--- config.mk ---
export PLATFORM = sky130hd
export DESIGN_NAME = seq_det_ctrl
export DESIGN_NICKNAME = d
export VERILOG_FILES = /design/src/rtl/seq_det_ctrl.sv
export SDC_FILE = /design/constraint.sdc
export NUM_CORES = 1
export LEC_CHECK = 0
export CORE_ASPECT_RATIO = 0.7
export CORE_MARGIN = 3
export CORE_UTILIZATION = 59
export DETAILED_ROUTE_END_ITERATION = 7
export GPL_TIMING_DRIVEN = 0
export PLACE_DENSITY = 0.95
export SYNTH_ARGS = -nofsm -noshare
export SYNTH_HDL_FRONTEND = slang
export SYNTH_SLANG_ARGS = --single-unit
--- constraint.sdc ---
create_clock -name clk -period 7.2 [get_ports clk]
set_clock_uncertainty 0.2 [all_clocks]
set_input_delay 1.08 -clock clk [delete_from_list [all_inputs] [get_ports clk]]
set_output_delay 1.08 -clock clk [all_outputs]
set_load 0.01 [all_outputs]
--- src/rtl/seq_det_ctrl.sv ---
// seq_det_ctrl
//
// Programmable serial pattern-match controller. A pattern of 1..PAT_W bits,
// a match mode and a match-count threshold are loaded from the control side.
// Detection is then armed with start. Every valid-qualified serial bit is
// shifted into a history register and compared against the pattern. Matches
// are counted. When the count reaches the threshold, a sticky done flag is
// raised and the run ends.
//
// Optional feature macro: SEQ_DET_CTRL_TIMEOUT_EN
//   When defined, the cfg_to input and the timeout output are added. A
//   counter of accepted non-matching bits then ends the run once it reaches
//   cfg_to.
//
// Ports
//   clk, rst_n     clock; asynchronous active-low reset
//   cfg_we         configuration write strobe (honoured in IDLE/DONE only)
//   cfg_pat        pattern; bit [len-1] is the first bit expected
//   cfg_len        pattern length, 1..PAT_W (other values drop the write)
//   cfg_ovl        1 = overlapping detection, 0 = non-overlapping
//   cfg_thresh     match count that ends the run; 0 = run until abort
//   cfg_to         timeout limit in accepted bits (macro only)
//   start, abort   arm / disarm detection
//   x_valid, x     serial bit qualifier and serial bit
//   busy           high while armed
//   match          one-cycle pulse per detected match
//   match_cnt      matches since last start (saturating)
//   timeout        sticky; run ended by timeout (macro only)
//   done           sticky; run ended by threshold or timeout
module seq_det_ctrl #(
    parameter int PAT_W = 8,
    parameter int CNT_W = 8,
    parameter int TO_W  = 12
) (
    input  logic                   clk,
    input  logic                   rst_n,
    input  logic                   cfg_we,
    input  logic [PAT_W-1:0]       cfg_pat,
    input  logic [$clog2(PAT_W):0] cfg_len,
    input  logic                   cfg_ovl,
    input  logic [CNT_W-1:0]       cfg_thresh,
`ifdef SEQ_DET_CTRL_TIMEOUT_EN
    input  logic [TO_W-1:0]        cfg_to,
`endif
    input  logic                   start,
    input  logic                   abort,
    input  logic                   x_valid,
    input  logic                   x,
    output logic                   busy,
    output logic                   match,
    output logic [CNT_W-1:0]       match_cnt,
`ifdef SEQ_DET_CTRL_TIMEOUT_EN
    output logic                   timeout,
`endif
    output logic                   done
);

    localparam int LEN_W = $clog2(PAT_W) + 1;

    // The history shift needs at least two bits, and the counters need a
    // real width.
    if (PAT_W < 2 || CNT_W < 1 || TO_W < 1) begin : gBadParams
        $error("seq_det_ctrl: PAT_W must be >= 2, CNT_W and TO_W >= 1");
    end

    typedef enum logic [1:0] {
        IDLE,
        ARMED,
        DONE
    } state_t;

    state_t           state_q;
    logic [PAT_W-1:0] pat_q;
    logic [LEN_W-1:0] len_q;
    logic             ovl_q;
    logic [CNT_W-1:0] thresh_q;
    logic [PAT_W-1:0] hist_q;
    logic [LEN_W-1:0] fill_q;
    logic             match_q;
    logic [CNT_W-1:0] cnt_q;
    logic             done_q;

    logic [PAT_W-1:0] hist_d;
    logic [LEN_W-1:0] fill_d;
    logic [CNT_W-1:0] cnt_d;
    logic [PAT_W-1:0] lenMask;
    logic             patHit;
    logic             cfgLegal;

`ifdef SEQ_DET_CTRL_TIMEOUT_EN
    logic [TO_W-1:0]  to_q;
    logic [TO_W-1:0]  toCnt_q;
    logic [TO_W-1:0]  toCnt_d;
    logic             timeout_q;
`endif

    // These are the next-state candidates for one accepted bit. The shifted
    // history, the fill level and the saturated count are computed here. A
    // match needs a full window and equality on the low len bits only.
    always_comb begin
        hist_d  = {hist_q[PAT_W-2:0], x};
        fill_d  = (fill_q >= len_q) ? len_q : fill_q + 1'b1;
        cnt_d   = (cnt_q == {CNT_W{1'b1}}) ? cnt_q : cnt_q + 1'b1;
        lenMask = '0;
        for (int i = 0; i < PAT_W; i++) begin
            lenMask[i] = (i < int'(len_q));
        end
        patHit   = (fill_d == len_q) && (((hist_d ^ pat_q) & lenMask) == '0);
        cfgLegal = (cfg_len != '0) && (cfg_len <= LEN_W'(PAT_W));
`ifdef SEQ_DET_CTRL_TIMEOUT_EN
        toCnt_d  = toCnt_q + 1'b1;
`endif
    end

    // Control FSM with registered outputs. The configuration is written only
    // while not armed, so a run always sees a stable pattern. A config write
    // that arrives with start lands on the same edge, before the first bit
    // can be accepted.
    always_ff @(posedge clk or negedge rst_n) begin
        if (!rst_n) begin
            state_q   <= IDLE;
            pat_q     <= PAT_W'(4'b1010);
            len_q     <= LEN_W'(4);
            ovl_q     <= 1'b1;
            thresh_q  <= CNT_W'(1);
            hist_q    <= '0;
            fill_q    <= '0;
            match_q   <= 1'b0;
            cnt_q     <= '0;
            done_q    <= 1'b0;
`ifdef SEQ_DET_CTRL_TIMEOUT_EN
            to_q      <= '1;
            toCnt_q   <= '0;
            timeout_q <= 1'b0;
`endif
        end else begin
            match_q <= 1'b0;
            case (state_q)
                IDLE, DONE: begin
                    if (cfg_we && cfgLegal) begin
                        pat_q    <= cfg_pat;
                        len_q    <= cfg_len;
                        ovl_q    <= cfg_ovl;
                        thresh_q <= cfg_thresh;
`ifdef SEQ_DET_CTRL_TIMEOUT_EN
                        to_q     <= cfg_to;
`endif
                    end
                    if (start) begin
                        state_q   <= ARMED;
                        hist_q    <= '0;
                        fill_q    <= '0;
                        cnt_q     <= '0;
                        done_q    <= 1'b0;
`ifdef SEQ_DET_CTRL_TIMEOUT_EN
                        toCnt_q   <= '0;
                        timeout_q <= 1'b0;
`endif
                    end
                end
                ARMED: begin
                    if (abort) begin
                        state_q <= IDLE;
                    end else if (x_valid) begin
                        hist_q <= hist_d;
                        if (patHit) begin
                            match_q <= 1'b1;
                            cnt_q   <= cnt_d;
                            // Non-overlap mode needs a fresh full window
                            // before the next match can fire.
                            fill_q  <= ovl_q ? fill_d : '0;
`ifdef SEQ_DET_CTRL_TIMEOUT_EN
                            toCnt_q <= '0;
`endif
                            if (thresh_q != '0 && cnt_d == thresh_q) begin
                                state_q <= DONE;
                                done_q  <= 1'b1;
                            end
                        end else begin
                            fill_q  <= fill_d;
`ifdef SEQ_DET_CTRL_TIMEOUT_EN
                            toCnt_q <= toCnt_d;
                            if (toCnt_d == to_q) begin
                                state_q   <= DONE;
                                done_q    <= 1'b1;
                                timeout_q <= 1'b1;
                            end
`endif
                        end
                    end
                end
                default: state_q <= IDLE;
            endcase
        end
    end

    assign busy      = (state_q == ARMED);
    assign match     = match_q;
    assign match_cnt = cnt_q;
    assign done      = done_q;
`ifdef SEQ_DET_CTRL_TIMEOUT_EN
    assign timeout   = timeout_q;
`endif

endmodule

* After elaboration in Yosys (flattened, before gate mapping) *
Cells that the tools add are included.

word-level totals
  output and inout bits = 11
  word-level logic and storage cells = 84
  bits in registers = 44
  input bits = 28

cells by class
  bitwise gates (word level) = 2
  reduce and logical (&&, ||, !) cells = 15
  $lt $le $gt $ge = 10
  $add $sub $neg = 2
  equal/unequal tests = 13
  multiplexer cells = 32

operators with widths
  operator                                                                     number
  8-bit 2-to-1 mux                                                             5
  4-bit 2-to-1 mux                                                             6
  3-bit by 4-bit less-than comparator with 1-bit output, first input constant  4
  8-bit case mux with 2 select lines                                           1
  7-bit 2-to-1 mux                                                             2
  7-bit case mux with 2 select lines                                           1
  2-bit 2-to-1 mux                                                             5
  1-bit 2-to-1 mux                                                             9
  8-bit by 1-bit adder with 8-bit output, second input constant                1
  8-bit bitwise AND                                                            1
  8-bit == test                                                                1
  8-bit == test, second input constant                                         1
  8-bit zero test                                                              1
  1-bit by 4-bit less-than comparator with 1-bit output, first input constant  2
  2-bit by 4-bit less-than comparator with 1-bit output, first input constant  2
  4-bit case mux with 2 select lines                                           1
  4-bit AND reduction                                                          2
  8-bit nonzero test                                                           1
  8-bit bitwise XOR                                                            1
  2-bit inequality test, second input constant                                 3
  3-bit by 2-bit inequality test with 1-bit output, second input constant      2
  6-bit AND reduction                                                          1
  5-bit AND reduction                                                          1
  4-bit by 1-bit adder with 4-bit output, second input constant                1
  15 further kinds                                                             19

* Longest topological paths before layout *
Gate-level depths: netlist of run 1.

  depth after elaboration = 9
  gate-level depth with buffers = 8
  mapped depth without buffers = 8

* Least setup slack after synthesis of run 1 *
No wires, ideal clock.

  path type = input port to flip-flop
  start = input port cfg_len[1]
  end = register pat_q[0]
  cell stages on the path = 5
  path buffers = 1
  library setup time = 0.125 ns
  data arrival time = 2.525 ns
  setup slack = 4.350 ns
  required time = 6.875 ns
  cells stage by stage = nor3_1 -> xor2_1 -> nor3b_2 -> clkbuf_1 -> mux2_2

on the way
  longest elaborated chain between the ends = 4
  elaborated cells between the ends (all ways) = 5
  classes of those cells = 1 x order compare; 4 x reduce/logical

ends and longest elaborated chain
  item                                                                  RTL line  RTL
  start: declaration                                                    39        input logic [$clog2(PAT_W):0] cfg_len,
  4-bit less-or-equal comparator or 4-bit nonzero test (tied branches)  109       cfgLegal = (cfg_len != '0) && (cfg_len <= LEN_W'(PAT_W));
  1-bit logical AND *                                                   109
  1-bit logical AND *                                                   140       if (cfg_we && cfgLegal) begin
  2-bit AND reduction (no line) *                                       n/a
  end signal: assignment                                                122       pat_q <= PAT_W'(4'b1010);
  end signal: assignment                                                141       pat_q <= cfg_pat;
  end: declaration                                                      73        logic [PAT_W-1:0] pat_q;

Mark *: on every way between the ends. The rest lies on a longest branch, timed or not.
A chain may end at the register's enable or synchronous reset.

* Worst setup path after layout of run 1 *
  start = input port cfg_len[1]
  end = register pat_q[2]

The elaborated chain is that of the path after synthesis.

==> flow_summary.toml, run 1 <==
[status]
outcome = "completed"

[synth]
synth-simple-area-share_pct = 19.1
ys_types = 60
syn_nets = 312
synth_xor_area_share_pct = 5.93
synth_area_leaders = "dfrtp_1 37%, mux2_2 6.8%, dfstp_2 4.9%, nand2_1 3.7%, nand3_1 3.4%"
ys_seq_area_share_pct = 41.6
syn_area_um2 = 2660
synth_top_area_cell = "dfrtp_1"
yosysWarnings = 0
synth_flop_cell = "dfrtp_1"
synth_top_family_by_area = "compound AO/OA/AOI/OAI gates"
syn_avg_cell_area_um2 = 9.56
synth_compound_area_share_pct = 19.8
synth_cells = 278
async_flop_share_pct = 100
synth_top_area_share_pct = 36.7
synthMuxAreaShare_pct = 7.15
synth-edff-count = 0
synth_seq_cells = 44
synth_fa_ha_area_share_pct = 2.82

[global_routing]
grt_start_max_net_pins = 32
gr-max-usage-layer = "met1"
met3_usage_pct = 6.74
antenna_found_initial = 0
grt.overflow.total = 0
met1_usage_pct = 42.2
met2_usage_pct = 40.2
grt_pass1_wl_um = 11900
grt_pass1_vias = 2380
grt_usage_pct = 27.8

[worst_setup_path]
r2r_cells = 7
cp-start-kind = "input port"
arrival_ps = 3400
crit_path_max_fanout = 10
cpPeakStageDelay_ps = 610
path_class = "input port to register"
worstSetupEndpointType = "register"
critPathSlowestCell = "nor3b_2"
crit_chain = "clkdlybuf4s50_1 -> nor3_1 -> xor2_1 -> nor3b_2 -> clkbuf_1 -> mux2_2"
crit_required_ps = 7200

[die]
start_util_pct = 64.6
die_y_um = 62.2
dieArea_um2 = 5360
ios = 39
rows = 19
die_width_um = 86.2
core_region_area_um2 = 4110

[sta]
min_period_ps = 3400
setup_violations = 0
slew_headroom_pct = 52.2
fmax_ghz = 0.294
tns_ps = 0
tightest_slew_ps = 714
slew_violations = 0
fin_crit_sh_pct = 47.2
holdWs_ps = 324
hold_viol = 0
rsz0062_at_grt = "false"

[clocking]
cts_root_buffer = "clkbuf_8"
insertion_delay_ps = 310
clk_path_buf_depth = 2
cts_tree = "built"
htreeDepth = 2
post-cts-setup-buffer-count = 0
cts_num_sinks = 44
hold_buffers = 0
ctsResizeCount = 0
clk_pin_slew_ps = 90
cts_buffers = 5

[detailed_routing]
first_pass_iters = 4
wire_per_inst_um = 18.1
drcViolationCount = 0
drtAntennaViolNets = 0
drt_iter0_drc = 301
num_vias = 2484
wirelength_um = 6810
vias_per_cell = 6.59

[run]
maxCapViolations = 0

[pwr]
powerDensity_nw_per_um2 = 266
peakVddDrop_mv = 0.198
power_leakage_uw = 0.00132

[layout]
nNetsFinal = 358
regArea_um2 = 1110
num_antenna_cells = 0
layout_commonest_cell = "dfrtp_1"
areaGrowthSynthToFinish_pct = 20.5
final_core_util_pct = 77.9
final_cell_mix = "39 x dfrtp_1, 37 x clkdlybuf4s50_1, 26 x nand2_1, 18 x nor2_1, 18 x nand3_1"
layout-drive-gt1-share_pct = 14.5
fill_cells = 281
multi_input_area_um2 = 1460

[placement]
dp_hpwl_um = 5200
place.gp.congestion = 0.978
port_buffers = 38

[hold_path]
worst_hold_path_type = "register to register"
worstHoldPathCells = 2
[Yosys cell counts (3+ instances only)]
| cell type | n |
|---|---|
| nand2b_1 | 6 |
| clkbuf_1 | 5 |
| o21ai_0 | 15 |
| a31oi_1 | 4 |
| a221oi_1 | 5 |
| mux2_2 | 16 |
| dfstp_2 | 5 |
| xor2_1 | 8 |
| a21oi_1 | 8 |
| ha_1 | 6 |
| o211ai_1 | 4 |
| nand4_1 | 5 |
| nor3_1 | 5 |
| nor2_1 | 18 |
| xnor2_1 | 10 |
| a211oi_1 | 6 |
| dfrtp_1 | 39 |
| nand2_1 | 26 |
| nand3_1 | 18 |
| buf_2 | 3 |
| inv_1 | 11 |
| or3_1 | 3 |
[final timing paths]
kind                                    from          to  slack (ps)
max in group asynchronous              rst_n    pat_q[3]        5790
worst min register to register          done        done         320
worst max-delay path              cfg_len[1]    pat_q[2]        3800
min in group asynchronous              rst_n    len_q[3]         460
worst min-delay path                    done        done         320
worst max register to register  match_cnt[1]  state_q[0]        4170
[area by class of cell]
class | count | share of cell area, %
inverter | 11 | 1.29
multi-input combinational | 212 | 45.5
buffer | 11 | 1.64
clock buffer | 6 | 2.26
clock inverter | 2 | 0.390
timing repair buffer | 39 | 12.3
tap | 52 | 2.03
sequential | 44 | 34.6
[stage by stage]
step	worst slack (ps)	power, uW	instance area, um^2	std cells
after CTS	3790	847	3200	377
final	3800	852	3200	377
after global routing	3640	912	3200	377
after global placement	3550	678	3100	368
after detailed placement	3450	692	3120	369
after floorplan	4350	588	2660	278
[where the power goes]
group          leakage (uW)  switching, uW  internal, uW  total (uW)
Combinational      0.000721            174           157         330
Clock             0.0000412           89.4          67.9         157
Sequential         0.000558           62.8           302         364
Total               0.00132            326           526         852
[per-layer routing]
layer / vias up / routed length (um)
met1: 1202 / 2950
met3: 14 / 774
met4: 0 / 104
li1: 1122 / -
met2: 146 / 2970
met5: - / 0
[registers in the layout, indices dropped and copies added, names as in the netlist]
signal	cells
state_q	2
pat_q	8
match_cnt	8
ovl_q	1
len_q	4
match	1
thresh_q	8
done	1
fill_q	4
hist_q	7
[kinds of logic (layout without fill, tap and decap cells)]
kind of cell | after synthesis | count (layout)
muxes | 17 | 17
AOI/OAI and AO/OA | 72 | 72
xor gates and xnor gates | 18 | 18
DFF | 44 | 44
and+or+nand+nor | 99 | 99
buffers and inverters | 22 | 69
adders and majority gates | 6 | 6
[critical path: cells and delay by family]
family,cells,cell delay (ps)
simple gates,2,860
xor+xnor,1,140
buf+inv,2,910
mux,1,410
Note: power is estimated with default switching activity, not from simulation.
==> run 2, diff against run 1 <==
--- a/config.mk
+++ b/config.mk
@@ -7,10 +7,10 @@
 export LEC_CHECK = 0
 export CORE_ASPECT_RATIO = 0.7
 export CORE_MARGIN = 3
-export CORE_UTILIZATION = 59
+export CORE_UTILIZATION = 54
 export DETAILED_ROUTE_END_ITERATION = 7
 export GPL_TIMING_DRIVEN = 0
-export PLACE_DENSITY = 0.95
+export PLACE_DENSITY = 0.9
 export SYNTH_ARGS = -nofsm -noshare
 export SYNTH_HDL_FRONTEND = slang
 export SYNTH_SLANG_ARGS = --single-unit
==> constraint.sdc (replaced) <==
create_clock -name clk -period 3.4 [get_ports clk]
set_clock_uncertainty 0.2 [all_clocks]
set_input_delay 0.51 -clock clk [delete_from_list [all_inputs] [get_ports clk]]
set_output_delay 0.51 -clock clk [all_outputs]
set_load 0.01 [all_outputs]
==> flow_summary.toml, run 2 (same netlist as run 1, synthesis figures left out) <==
[status]
outcome = "completed"

[layout]
areaGrowthSynthToFinish_pct = 22.7
final_core_util_pct = 72.0
layout_commonest_cell = "dfrtp_1"
nNetsFinal = 359
num_antenna_cells = 0
final_cell_mix = "39 x dfrtp_1, 37 x clkdlybuf4s50_1, 26 x nand2_1, 18 x nor2_1, 18 x nand3_1"
layout-drive-gt1-share_pct = 14.7
stdcell_area_um2 = 3260

[sta]
fmax_ghz = 0.329
fin_crit_sh_pct = 89.4
slew_headroom_pct = 51.2
setup_violations = 0
tns_ps = 0
slew_violations = 0
finalWorstSetupSlack_ps = 360
min_period_ps = 3040
hold_viol = 0
tightest_slew_ps = 728
rsz0062_at_grt = "false"

[global_routing]
grt_pass1_vias = 2270
grt_start_max_net_pins = 41
met1_usage_pct = 36.3
grt_usage_pct = 24.1
grt.overflow.total = 0
met3_usage_pct = 5.92
met2_usage_pct = 33.1
gr-max-usage-layer = "met1"
grt_pass1_wl_um = 11200
antenna_found_initial = 0

[die]
start_util_pct = 58.7
die_y_um = 64.7
core_region_area_um2 = 4530
ios = 39
die_width_um = 89.9
dieArea_um2 = 5820
rows = 20

[detailed_routing]
vias_per_cell = 6.24
wirelength_um = 6610
wire_per_inst_um = 16.9
first_pass_iters = 5
drt_iter0_drc = 277
drtAntennaViolNets = 0
num_vias = 2447
drcViolationCount = 0

[clocking]
cts_buffers = 5
clk_pin_slew_ps = 90
cts_root_buffer = "clkbuf_8"
clk_path_buf_depth = 2
insertion_delay_ps = 310
htreeDepth = 2
cts_tree = "built"
ctsResizeCount = 0
cts_num_sinks = 44

[pwr]
power_uw = 1900
peakVddDrop_mv = 0.376
power_leakage_uw = 0.00134
powerDensity_nw_per_um2 = 582

[worst_setup_path]
crit_buf_inv = 0
worstSetupEndpointType = "register"
arrival_ps = 3040
path_class = "register to register"
crit_required_ps = 3400
crit_chain = "ha_1 -> and4_1 -> a21oi_1 -> o31ai_1 -> or4_1 -> or3_1 -> o22a_1"
crit_family = "simple AND/OR/NAND/NOR gates"
cpPeakStageDelay_ps = 500
cp-start-kind = "register"
crit_path_max_fanout = 10
critPathSlowestCell = "dfrtp_1"

[placement]
dp_hpwl_um = 4860
place_area_um2 = 3140
place.gp.congestion = 0.939
port_buffers = 38
dp_worst_setup_slack_ps = 290

[run]
maxCapViolations = 0

[hold_path]
worst_hold_path_type = "register to register"
## run 2: cell types whose count changed in the layout (fill, tap and decap cells not counted)
cell | before | now
bufinv_16 | 0 | 1
clkbuf_1 | 6 | 5
dlygate4sd3_1 | 0 | 1
inv_6 | 0 | 1
clkinv_2 | 1 | 0
## run 2: what timing repair did
item,4_1_cts,5_1_grt
endpoints found under the hold margin,4,0
hold buffers,1,0
setup buffers,0,0
## run 2: final timing paths
| kind | cells past startpoint | start | to | slack (ps) |
|---|---|---|---|---|
| hold / removal | 2 | done | done | 310 |
| setup / recovery | 7 | match_cnt[1] | state_q[0] | 360 |
| hold reg to reg | 2 | done | done | 310 |
| max in group asynchronous | 3 | rst_n | thresh_q[0] | 2160 |
| setup reg to reg | 7 | match_cnt[1] | state_q[0] | 360 |
| min in group asynchronous | 2 | rst_n | fill_q[1] | 340 |
## run 2: metal layers
layer  share of wire, %  vias up
li1                   -     1127
met1                 49     1181
met2                 40      126
met3                9.3       13
met4                2.1        0
met5                  0        -
## run 2: worst reg2reg max path, delay by kind of cell (launching register included)
family,cells,cell delay (ps)
adders and majority gates,1,340
AOI/OAI and AO/OA,3,670
and+or+nand+nor,3,1210
DFF,1,500
## run 2: stage by stage
| step | std cells | hold WS (ps) |
|---|---|---|
| final | 392 | 312 |
| after global placement | 382 | 281 |
| after global routing | 392 | 338 |
| after detailed placement | 383 | 137 |
| after CTS | 392 | 307 |
| after floorplan | 278 | 14.4 |
## run 2: final cells by class
class                           instances  area [um^2]
Multi-Input combinational cell        212         1460
Sequential cell                        44         1110
Timing Repair Buffer                   40          405
Clock buffer                            5         68.8
Inverter                               11         41.3
Clock inverter                          3         46.3
Fill cell                             327         1270
Tap cell                               66         82.6
Buffer                                 11         52.6
## run 2: report_power, final
group	leakage [uW]	internal, uW	switching, uW
Sequential	0.000558	639	134
Combinational	0.000725	333	371
Clock	0.0000548	222	201
Total	0.00134	1190	706
==> run 3, diff against run 2 <==
--- a/config.mk
+++ b/config.mk
@@ -6,11 +6,12 @@
 export NUM_CORES = 1
 export LEC_CHECK = 0
 export CORE_ASPECT_RATIO = 0.7
-export CORE_MARGIN = 3
+export CORE_MARGIN = 4
 export CORE_UTILIZATION = 54
 export DETAILED_ROUTE_END_ITERATION = 7
 export GPL_TIMING_DRIVEN = 0
 export PLACE_DENSITY = 0.9
+export SKIP_LAST_GASP = 1
 export SYNTH_ARGS = -nofsm -noshare
 export SYNTH_HDL_FRONTEND = slang
 export SYNTH_SLANG_ARGS = --single-unit
==> flow_summary.toml, run 3 (same netlist as run 1, synthesis figures left out) <==
[status]
outcome = "completed"

[detailed_routing]
vias_per_cell = 6.11
wirelength_um = 6610
drt_iter0_drc = 366
wire_per_inst_um = 16.7
drtAntennaViolNets = 0
num_vias = 2414
drcViolationCount = 0
first_pass_iters = 6

[sta]
slew_headroom_pct = 54.7
rsz0062_at_grt = "false"
fin_crit_sh_pct = 88.1
tns_ps = 0
min_period_ps = 3000
slew_violations = 0
fmax_ghz = 0.334
tightest_slew_ps = 676
finalWorstSetupSlack_ps = 403
setup_violations = 0
hold_viol = 0

[layout]
nNetsFinal = 359
final_cell_mix = "39 x dfrtp_1, 37 x clkdlybuf4s50_1, 26 x nand2_1, 18 x nor2_1, 18 x nand3_1"
stdcell_area_um2 = 3270
fin_cells = 395
layout_commonest_cell = "dfrtp_1"
areaGrowthSynthToFinish_pct = 22.8
fill_cells = 377
num_antenna_cells = 0
layout-drive-gt1-share_pct = 14.7

[placement]
place_inst = 386
dp_worst_setup_slack_ps = 273
place_area_um2 = 3140
place.gp.congestion = 0.955
port_buffers = 38
dp_hpwl_um = 4840

[clocking]
insertion_delay_ps = 300
htreeDepth = 2
clk_path_buf_depth = 2
post-cts-setup-buffer-count = 0
cts_root_buffer = "clkbuf_8"
cts_tree = "built"
cts_num_sinks = 44
hold_buffers = 1
cts_buffers = 5
clk_pin_slew_ps = 90
ctsResizeCount = 0

[worst_setup_path]
crit_buf_inv = 0
path_class = "register to register"
crit_required_ps = 3390
arrival_ps = 2990
worstSetupEndpointType = "register"
crit_path_max_fanout = 10
crit_chain = "ha_1 -> nand3_2 -> nor3_1 -> o31ai_1 -> or4_1 -> or3_1 -> o22a_1"
cpPeakStageDelay_ps = 520
cp-start-kind = "register"
critPathSlowestCell = "dfrtp_1"
crit_family = "simple AND/OR/NAND/NOR gates"

[global_routing]
grt_pass1_vias = 2267
grt_usage_pct = 22.8
grt_start_max_net_pins = 33
grt.overflow.total = 0
antenna_found_initial = 0
grt_pass1_wl_um = 11000

[die]
ios = 39
core_region_area_um2 = 4780
die_width_um = 91.9
dieArea_um2 = 6130
rows = 21
start_util_pct = 55.6
die_y_um = 66.7

[hold_path]
worst_hold_path_type = "register to register"

[pwr]
clockPowerShare_pct = 22.0
power_uw = 1890
powerDensity_nw_per_um2 = 579
p_comb_share_pct = 37.3
p_seq_share_pct = 40.7
p_sw_uw = 698
p_int_uw = 1190
p_sw_share_pct = 36.9
power_leakage_uw = 0.00134
peakVddDrop_mv = 0.329

[run]
maxCapViolations = 0
[run 3: cell counts in the layout (fill, tap and decap cells not counted)]
No cell type changed its count.
[run 3: power groups by stage]
stage | combinational, uW | sequential, uW | clock [uW]
6_report | 706 | 769 | 416
5_1_grt | 773 | 784 | 446
4_1_cts | 700 | 764 | 421
3_5_place_dp | 689 | 774 | 0
3_3_place_gp | 661 | 768 | 0
2_1_floorplan | 504 | 742 | 0
[run 3: final timing paths]
| check | start | endpoint | slack (ps) | depth (start not counted) |
|---|---|---|---|---|
| min in group asynchronous | rst_n | len_q[3] | 430 | 2 |
| min reg2reg | done | done | 300 | 2 |
| min | done | done | 300 | 2 |
| max | match_cnt[1] | state_q[0] | 400 | 7 |
| max in group asynchronous | rst_n | pat_q[3] | 2030 | 3 |
| max reg2reg | match_cnt[1] | state_q[0] | 400 | 7 |
[run 3: per-stage QoR]
step / hold slack (ps) / utilization (%)
after global placement: 273 / 65.4
after global routing: 328 / 68.3
after CTS: 300 / 68.3
after detailed placement: 231 / 65.7
final: 300 / 68.3
after floorplan: 14.4 / -
[run 3: cell type report]
cell class                 instances  area [um^2]  area share, %
multi-input combinational        212         1460           44.6
sequential                        44         1110           33.9
timing repair buffer              40          405           12.4
tap                               69         86.3           2.64
clock buffer                       5         68.8           2.11
buffer                            11         52.6           1.61
clock inverter                     3         46.3           1.42
inverter                          11         41.3           1.26
[run 3: routing by layer]
| layer | vias to the layer above | share of wire (%) | track usage [%] |
|---|---|---|---|
| met5 | - | 0 | 0 |
| met4 | 0 | 0.86 | 6.48 |
| met3 | 10 | 9.9 | 5.64 |
| met2 | 134 | 42 | 33.3 |
| met1 | 1135 | 47 | 33.4 |
| li1 | 1135 | - | - |
[run 3: worst min-delay path: cells and delay by family (launching register included)]
kind | cells | cell delay (ps)
AND/OR/NAND/NOR | 1 | 50
flip-flops | 1 | 350
AO/OA/AOI/OAI | 1 | 60
